File: src/rtl/pwm_duty_meter.sv
// Recovers the 8-bit PWM code from a sampled waveform with period-tolerance
// checking and stuck-line detection.
module pwm_duty_meter #(
   parameter int unsigned SYNC_STAGES = 2,
   parameter int unsigned PERIOD      = 256,
   parameter int unsigned TOL         = 4,
   parameter int unsigned TIMEOUT     = 1023,
   localparam int unsigned CW         = $clog2(TIMEOUT + 1)
) (
   input  logic          clk,
   input  logic          rst_n,
   input  logic          en,
   input  logic          pwm_in,
   output logic [7:0]    duty,
   output logic          duty_valid,
   output logic [CW-1:0] period,
   output logic          period_err,
   output logic          stuck_hi,
   output logic          stuck_lo
);

   localparam logic [CW-1:0] LP_TIMEOUT = CW'(TIMEOUT);
   localparam logic [CW-1:0] LP_PER_MIN = CW'(PERIOD - TOL);
   localparam logic [CW-1:0] LP_PER_MAX = CW'(PERIOD + TOL);
   localparam logic [CW-1:0] LP_ONE     = CW'(1);

   typedef enum logic [2:0] {S_IDLE, S_SYNC, S_HIGH, S_LOW, S_STUCK} state_t;

   state_t                 r_state;
   state_t                 w_state_nxt;
   logic [SYNC_STAGES-1:0] r_sync;
   logic                   r_s_d;
   logic                   r_rise;
   logic                   r_fall;
   logic [CW-1:0]          r_per_cnt;
   logic [CW-1:0]          r_hi_cnt;
   logic [CW-1:0]          r_quiet_cnt;
   logic [7:0]             r_duty;
   logic                   r_valid;
   logic [CW-1:0]          r_period;
   logic                   r_err;
   logic                   r_shi;
   logic                   r_slo;

   logic                   w_s;
   logic                   w_timeout;
   logic                   w_in_tol;
   logic [CW-1:0]          w_hi_m1;
   logic [7:0]             w_duty_calc;
   logic                   w_start;
   logic                   w_stuck;
   logic [CW-1:0]          w_per_nxt;
   logic [CW-1:0]          w_hi_nxt;
   logic [CW-1:0]          w_quiet_nxt;
   logic [7:0]             w_duty_nxt;
   logic                   w_valid_nxt;
   logic [CW-1:0]          w_period_nxt;
   logic                   w_err_nxt;
   logic                   w_shi_nxt;
   logic                   w_slo_nxt;

   function automatic logic [CW-1:0] sat_inc(input logic [CW-1:0] v);
      return (v >= LP_TIMEOUT) ? LP_TIMEOUT : v + LP_ONE;
   endfunction

   assign w_s = r_sync[SYNC_STAGES-1];

   // Edges are registered, so r_s_d is the line level aligned with r_rise/r_fall.
   always_ff @(posedge clk or negedge rst_n) begin
      if (!rst_n) begin
         r_sync <= '0;
         r_s_d  <= 1'b0;
         r_rise <= 1'b0;
         r_fall <= 1'b0;
      end else begin
         r_sync <= {r_sync[SYNC_STAGES-2:0], pwm_in};
         r_s_d  <= w_s;
         r_rise <= w_s & ~r_s_d;
         r_fall <= ~w_s & r_s_d;
      end
   end

   assign w_timeout   = (r_per_cnt >= LP_TIMEOUT) || (r_quiet_cnt >= LP_TIMEOUT);
   assign w_in_tol    = (r_per_cnt >= LP_PER_MIN) && (r_per_cnt <= LP_PER_MAX);
   assign w_hi_m1     = r_hi_cnt - LP_ONE;
   assign w_duty_calc = (w_hi_m1 > CW'(255)) ? 8'hFF : w_hi_m1[7:0];

   always_comb begin
      w_state_nxt  = r_state;
      w_per_nxt    = r_per_cnt;
      w_hi_nxt     = r_hi_cnt;
      w_quiet_nxt  = (r_rise | r_fall) ? LP_ONE : sat_inc(r_quiet_cnt);
      w_duty_nxt   = r_duty;
      w_valid_nxt  = 1'b0;
      w_period_nxt = r_period;
      w_err_nxt    = r_err;
      w_shi_nxt    = r_shi;
      w_slo_nxt    = r_slo;
      w_start      = 1'b0;
      w_stuck      = 1'b0;

      if (en) begin
         w_state_nxt  = S_IDLE;
         w_per_nxt    = '0;
         w_hi_nxt     = '0;
         w_quiet_nxt  = '0;
         w_duty_nxt   = '0;
         w_period_nxt = '0;
         w_err_nxt    = 1'b0;
         w_shi_nxt    = 1'b0;
         w_slo_nxt    = 1'b0;
      end else begin
         case (r_state)
            S_IDLE: begin
               w_state_nxt = S_SYNC;
               w_quiet_nxt = '0;
            end
            S_SYNC: begin
               if (r_rise)         w_start = 1'b1;
               else if (w_timeout) w_stuck = 1'b1;
            end
            S_HIGH: begin
               if (r_fall) begin
                  w_state_nxt = S_LOW;
                  w_per_nxt   = sat_inc(r_per_cnt);
               end else if (w_timeout) begin
                  w_stuck = 1'b1;
               end else begin
                  w_per_nxt = sat_inc(r_per_cnt);
                  w_hi_nxt  = sat_inc(r_hi_cnt);
               end
            end
            S_LOW: begin
               if (r_rise) begin
                  w_start      = 1'b1;
                  w_period_nxt = r_per_cnt;
                  if (w_in_tol) begin
                     w_duty_nxt  = w_duty_calc;
                     w_valid_nxt = 1'b1;
                     w_err_nxt   = 1'b0;
                  end else begin
                     w_err_nxt   = 1'b1;
                  end
               end else if (w_timeout) begin
                  w_stuck = 1'b1;
               end else begin
                  w_per_nxt = sat_inc(r_per_cnt);
               end
            end
            S_STUCK: begin
               if (r_rise) begin
                  w_start   = 1'b1;
                  w_shi_nxt = 1'b0;
                  w_slo_nxt = 1'b0;
               end else if (r_fall) begin
                  w_state_nxt = S_SYNC;
                  w_per_nxt   = '0;
                  w_hi_nxt    = '0;
                  w_shi_nxt   = 1'b0;
                  w_slo_nxt   = 1'b0;
               end
            end
            default: w_state_nxt = S_IDLE;
         endcase

         if (w_start) begin
            w_state_nxt = S_HIGH;
            w_per_nxt   = LP_ONE;
            w_hi_nxt    = LP_ONE;
         end
         if (w_stuck) begin
            w_state_nxt = S_STUCK;
            w_shi_nxt   = r_s_d;
            w_slo_nxt   = ~r_s_d;
            w_duty_nxt  = r_s_d ? 8'hFF : 8'h00;
            w_valid_nxt = 1'b1;
            w_err_nxt   = 1'b0;
         end
      end
   end

   always_ff @(posedge clk or negedge rst_n) begin
      if (!rst_n) begin
         r_state     <= S_IDLE;
         r_per_cnt   <= '0;
         r_hi_cnt    <= '0;
         r_quiet_cnt <= '0;
         r_duty      <= '0;
         r_valid     <= 1'b0;
         r_period    <= '0;
         r_err       <= 1'b0;
         r_shi       <= 1'b0;
         r_slo       <= 1'b0;
      end else begin
         r_state     <= w_state_nxt;
         r_per_cnt   <= w_per_nxt;
         r_hi_cnt    <= w_hi_nxt;
         r_quiet_cnt <= w_quiet_nxt;
         r_duty      <= w_duty_nxt;
         r_valid     <= w_valid_nxt;
         r_period    <= w_period_nxt;
         r_err       <= w_err_nxt;
         r_shi       <= w_shi_nxt;
         r_slo       <= w_slo_nxt;
      end
   end

   assign duty       = r_duty;
   assign duty_valid = r_valid;
   assign period     = r_period;
   assign period_err = r_err;
   assign stuck_hi   = r_shi;
   assign stuck_lo   = r_slo;

endmodule

File: config.mk
export PLATFORM = sky130hd
export DESIGN_NAME = pwm_duty_meter
export DESIGN_NICKNAME = d
export VERILOG_FILES = /design/src/rtl/pwm_duty_meter.sv
export SDC_FILE = /design/constraint.sdc
export NUM_CORES = 1
export LEC_CHECK = 0
export CAP_MARGIN = 5
export CORE_ASPECT_RATIO = 1.4
export CORE_MARGIN = 3
export CORE_UTILIZATION = 43
export DETAILED_ROUTE_END_ITERATION = 16
export GPL_TIMING_DRIVEN = 0
export PLACE_DENSITY_LB_ADDON = 0.12
export SYNTH_ARGS = -nofsm -noshare
export SYNTH_HDL_FRONTEND = slang
export SYNTH_SLANG_ARGS = --single-unit
File: constraint.sdc
create_clock -name clk -period 2.7 [get_ports clk]
set_input_delay 0.54 -clock clk [delete_from_list [all_inputs] [get_ports clk]]
set_output_delay 0.54 -clock clk [all_outputs]
set_load 0.02 [all_outputs]
After elaboration in Yosys (flattened, before gate mapping)
Index checks and enable logic that the tools add are counted.
{"block": "word_totals", "regBits": 60, "inputBits": 4, "output_inout_bits": 22, "word_cells": 124}
{"block": "classes", "n_addsub": 4, "magnitude_cmp": 6, "eq_ne": 13, "mux": 61, "n_bitwise": 5, "reduce_logical": 21}
{"operator": "$mux W10", "count": 20}
{"operator": "$mux W8", "count": 7}
{"operator": "$add A10 B1 Y10 const B", "count": 3}
{"operator": "$ge A10 B10 Y1 const B", "count": 3}
{"operator": "$pmux W10 S3", "count": 1}
{"operator": "$mux W1", "count": 24}
{"operator": "$ne A4 B4 Y1 const B", "count": 5}
{"operator": "$pmux W10 S2", "count": 1}
{"operator": "$mux W3", "count": 6}
{"operator": "$ne A5 B5 Y1 const B", "count": 3}
{"operator": "$pmux W3 S4", "count": 1}
{"operator": "$reduce_bool A3 Y1", "count": 4}
{"operator": "$ge A10 B8 Y1 const B", "count": 1}
{"operator": "$gt A10 B8 Y1 const B", "count": 1}
{"operator": "$le A10 B9 Y1 const B", "count": 1}
{"operator": "$sub A10 B1 Y10 const B", "count": 1}
{"operator": "$reduce_and A4 Y1", "count": 2}
{"operator": "$reduce_bool A4 Y1", "count": 2}
{"operator": "$eq A3 B2 Y1 const B", "count": 2}
{"operator": "$reduce_and A2 Y1", "count": 3}
{"operator": "$reduce_and A5 Y1", "count": 1}
{"operator": "$reduce_bool A5 Y1", "count": 1}
{"operator": "$ne A4 B1 Y1 const B", "count": 1}
{"operator": "$reduce_bool A2 Y1", "count": 2}
{"operator": "12 further kinds", "count": 14}

Longest topological paths before layout
{"block": "depth", "ltp_word": 8, "ltp_mapped": 8, "ltp_nobuf": 7}

Worst setup path after synthesis
OpenSTA, ideal clock, no wires.
{"block": "synth_path", "path_kind": "register to register", "from": "register r_per_cnt[0]", "to": "register r_hi_cnt[1]", "setup_time_ns": 0.080, "arrival_ns": 1.986, "path_slack_ns": 0.634, "stages_incl_launch_ff": 9, "synth_period_minus_slack_ns": 2.066, "cell_sequence": "dfrtp_1 -> ha_1 -> and3_1 -> and4_1 -> buf_2 -> o31ai_4 -> and2_1 -> buf_6 -> mux2i_1"}
{"block": "synth_via", "elab_chain_cells": 4}
{"item": "from (decl)", "line": "35", "text": "logic [CW-1:0] r_per_cnt;"}
{"item": "from (signal assigned)", "line": "196", "text": "r_per_cnt <= w_per_nxt;"}
{"item": "$ge A10 B10 Y1", "line": "83", "text": "assign w_timeout = (r_per_cnt >= LP_TIMEOUT) || (r_quiet_cnt >= LP_TIMEOUT);"}
{"item": "$logic_or A1 B1 Y1", "line": "83"}
{"item": "$ne A4 B4 Y1 (no line)"}
{"item": "$reduce_and A5 Y1 (no line)"}
{"item": "to (signal assigned)", "line": "197", "text": "r_hi_cnt <= w_hi_nxt;"}
{"item": "to (decl)", "line": "36", "text": "logic [CW-1:0] r_hi_cnt;"}
No other way between the ends.
A chain may end at the register's enable or synchronous reset.

Worst setup path after layout
{"block": "layout_path", "from": "register r_hi_cnt[0]", "to": "register r_duty[4] (netlist: duty[4])"}
{"block": "layout_via", "elab_chain_cells": 8}
{"item": "$sub A10 B1 Y10 *", "line": "85", "text": "assign w_hi_m1 = r_hi_cnt - LP_ONE;"}
{"item": "$gt A10 B8 Y1", "line": "86", "text": "assign w_duty_calc = (w_hi_m1 > CW'(255)) ? 8'hFF : w_hi_m1[7:0];"}
{"item": "$mux W8 *", "line": "86"}
{"item": "$mux W8 *", "line": "137", "text": "if (w_in_tol) begin"}
{"item": "$mux W8 *", "line": "134", "text": "if (r_rise) begin"}
{"item": "$mux W8 *", "line": "113", "text": "case (r_state)"}
{"item": "$mux W8 *", "line": "171", "text": "if (w_stuck) begin"}
{"item": "$mux W8 *", "line": "102", "text": "if (en) begin"}
{"item": "to (signal assigned)", "line": "199", "text": "r_duty <= w_duty_nxt;"}
{"item": "to (decl)", "line": "38", "text": "logic [7:0] r_duty;"}
Every way passes the cells marked *; elsewhere a longest branch is shown, timed or not. The select of a mux whose other input is x is not followed.

==> qor.txt <==
GR Util met1: 24.41%
Initial antenna violation count: 0
Final worst-path setup slack: 0.2802 ns
Area leader, netlist: dfrtp_1
Critical-path maximum fanout: 8
Non-Filler Instances: 521
Clock skew: 0.008681 ns
H-tree levels: 3
Post-synthesis register bit count: 60
Routed WL per cell: 16.17 um
Critical path data arrival time: 2.64 ns
Final setup violation count: 0
F_max: 413.3 MHz
Overflow after GRT: 0
P_sw: 0.5376 mW
RSZ-0062 raised after global routing: no
Final Cycle Share: 89.62%
Root Driver: clkbuf_8
Net Count, Synth: 389
Layout cells sized above 1: 11.88%
Post-synth EDFFs: 0
Dpl cells: 506
Internal power: 1.456 mW
WS Path Type: reg -> reg
Hold Path Class: in -> async
CTS tree: yes
Run status: complete, no violations
Worst path required time: 2.92 ns
Synth cell types: 63
Mapped Area: 3498 um2
Comb pwr share: 13.9%
M2 GR Usage: 33.30%
Number of setup buffers added after CTS: 0
Sink Count: 60
# fillers: 794
Pwr/cell area: 489.0 nW/um2
Hold Fails Final Rpt: 0
Critical path startpoint category: register
Normalized max-slew margin: 33.40%
DRC viols: 0
Final Max Tran Viols: 0
Yosys warning count: 0
Bufs on Longest Clock Path: 2
Slew at the pin with the worst max-slew slack: 0.9930 ns
Cts-stage hold buffer count: 0
Crit. End Element: register
First-pass GRT wire length: 14690 um
GP Congestion: 0.8485
Setup TNS: 0 ns
Largest net degree at the start of global routing: 32
Worst-path clk slew: 0.06 ns
Register area share after synthesis: 42.92%
PostCTS Resize Cnt: 0
Routed vias/inst: 5.781
Dominant synthesized flop cell: dfrtp_1
Post-route ant nets: 0
Detailed Routing Iterations Pass 1: 4
Starting density of the core: 44.59%
Clock share of power: 38.8%
Pre-CTS WS: 0.07396 ns
Ys async rst share: 100.0%
Total GRT Usage: 20.48%
Dpl hpwl: 6166 um
Routed wire length: 8426 um
Die X: 82.23 um
Busiest layer in global routing: met2
Core region area: 7845 um2
Vias in the first global route: 3039
Hold WS: 0.2568 ns
Final instance area: 4076 um2
Final nets: 426
Min cycle time layout: 2.420 ns
Tot Pwr: 1.993 mW
Syn avg cell area: 9.206 um2
Number of CTS-inserted buffers: 9
Max VDD drop: 0.2381 mV
Cell Rows: 38
Chip Height: 112.7 um
Syn Inst Count: 380
Switching share of power: 26.97%
Port Buffers: 25
Clock Latency Late Sink: 0.34 ns
Leakage power: 1.682 nW
Fin util: 51.96%
I/O pin cnt: 26
Vias post-DR: 3012
# diodes: 0
Met3 Usage GRT: 4.777%
Share of the synthesized area in the top cell type: 42.92%
Die Footprint: 9269 um2
Synth area leaders: dfrtp_1 43%, a21oi_1 5.4%, nand2_1 4.8%
Seq pwr share: 47.4%
Total of max-cap violations: 0
Placed cell area: 3889 um2
Detailed Route Iter0 Violations: 172
Synth-to-Final Area Change: 16.52%
-- power groups by stage --
stage | clock (mW) | sequential (mW) | combinational (mW)
6_report | 0.773 | 0.944 | 0.276
3_3_place_gp | 0 | 0.959 | 0.273
4_1_cts | 0.796 | 0.943 | 0.279
2_1_floorplan | 0 | 0.952 | 0.206
5_1_grt | 0.836 | 0.946 | 0.316
3_5_place_dp | 0 | 0.960 | 0.279
-- placed cells by master, fill, tap and decap left out, drive strengths merged, types with 7 or more instances in the layout --
cell type and n:
nand3 22, and4 8, a21oi 39, clkdlybuf4s50 24, inv 9, nand2 45
a31oi 7, nor2 23, clkbuf 21, a22o 8, buf 19, dfrtp 60
and3 9, nor3 15, o21ai 17
-- cell usage after synthesis (5+ instances only) --
cell type,n
a211oi_1,5
xor2_1,5
nand2_1,45
o21ai_0,14
clkbuf_1,7
buf_2,13
nand3_1,21
a22o_1,7
and3_1,9
a21oi_1,38
inv_1,9
nor2_1,23
nor3_1,13
nor2b_1,6
nand3b_1,6
ha_1,5
and4_1,6
xnor2_1,6
a31oi_1,7
o211ai_1,6
dfrtp_1,60
-- kinds of logic after synthesis --
group | Yosys count | synth area share [%]
AOI/OAI and AO/OA | 111 | 21.92
adders and majority gates | 5 | 1.788
and+or+nand+nor | 158 | 25.07
buffers and inverters | 33 | 4.864
xor gates and xnor gates | 11 | 2.754
muxes | 2 | 0.6795
DFF | 60 | 42.92
-- worst max-delay path, stage by stage, from the launching register on --
cell      delay, ns
dfrtp_1        0.52
inv_1          0.10
ha_1           0.29
o211a_1        0.25
o311ai_1       0.71
nand3_1        0.16
a22o_1         0.27
-- flip-flops by register name, summed over array words and instances, names as in the netlist, 2 cells and up --
name and count:
period 10, r_hi_cnt 10, r_per_cnt 10, r_quiet_cnt 10, duty 8, r_state 3, r_sync 2
-- area by class of cell --
| cell class | count | area (um2) | share of cell area, % |
|---|---|---|---|
| multi-input cells | 287 | 1827 | 44.81 |
| clock buffers | 14 | 182.7 | 4.481 |
| repair buffers | 26 | 265.3 | 6.507 |
| clock inverters | 1 | 5.005 | 0.1228 |
| plain buffers | 24 | 136.4 | 3.346 |
| flip-flops and latches | 60 | 1501 | 36.83 |
| inverters | 9 | 33.78 | 0.8287 |
| well taps | 100 | 125.1 | 3.069 |
-- per-layer routing --
metal | vias up | wire length (um) | share of wire [%]
met3 | 20 | 204 | 2.4
met1 | 1460 | 3513 | 42
met2 | 52 | 4445 | 53
met4 | 0 | 263 | 3.1
met5 | - | 0 | 0
li1 | 1480 | - | -
-- final timing paths --
path	from	to	slack, ns	depth (start not counted)
worst max-delay path	r_hi_cnt[0]	duty[4]	0.28	6
worst min-delay path	rst_n	r_quiet_cnt[6]	0.26	1
worst max register to register	r_hi_cnt[0]	duty[4]	0.28	6
worst min register to register	r_sync[0]	r_sync[1]	0.35	0
max in group asynchronous	rst_n	duty[3]	1.82	2
min in group clk	r_sync[0]	r_sync[1]	0.35	0
Note: power is estimated with default switching activity, not from simulation.
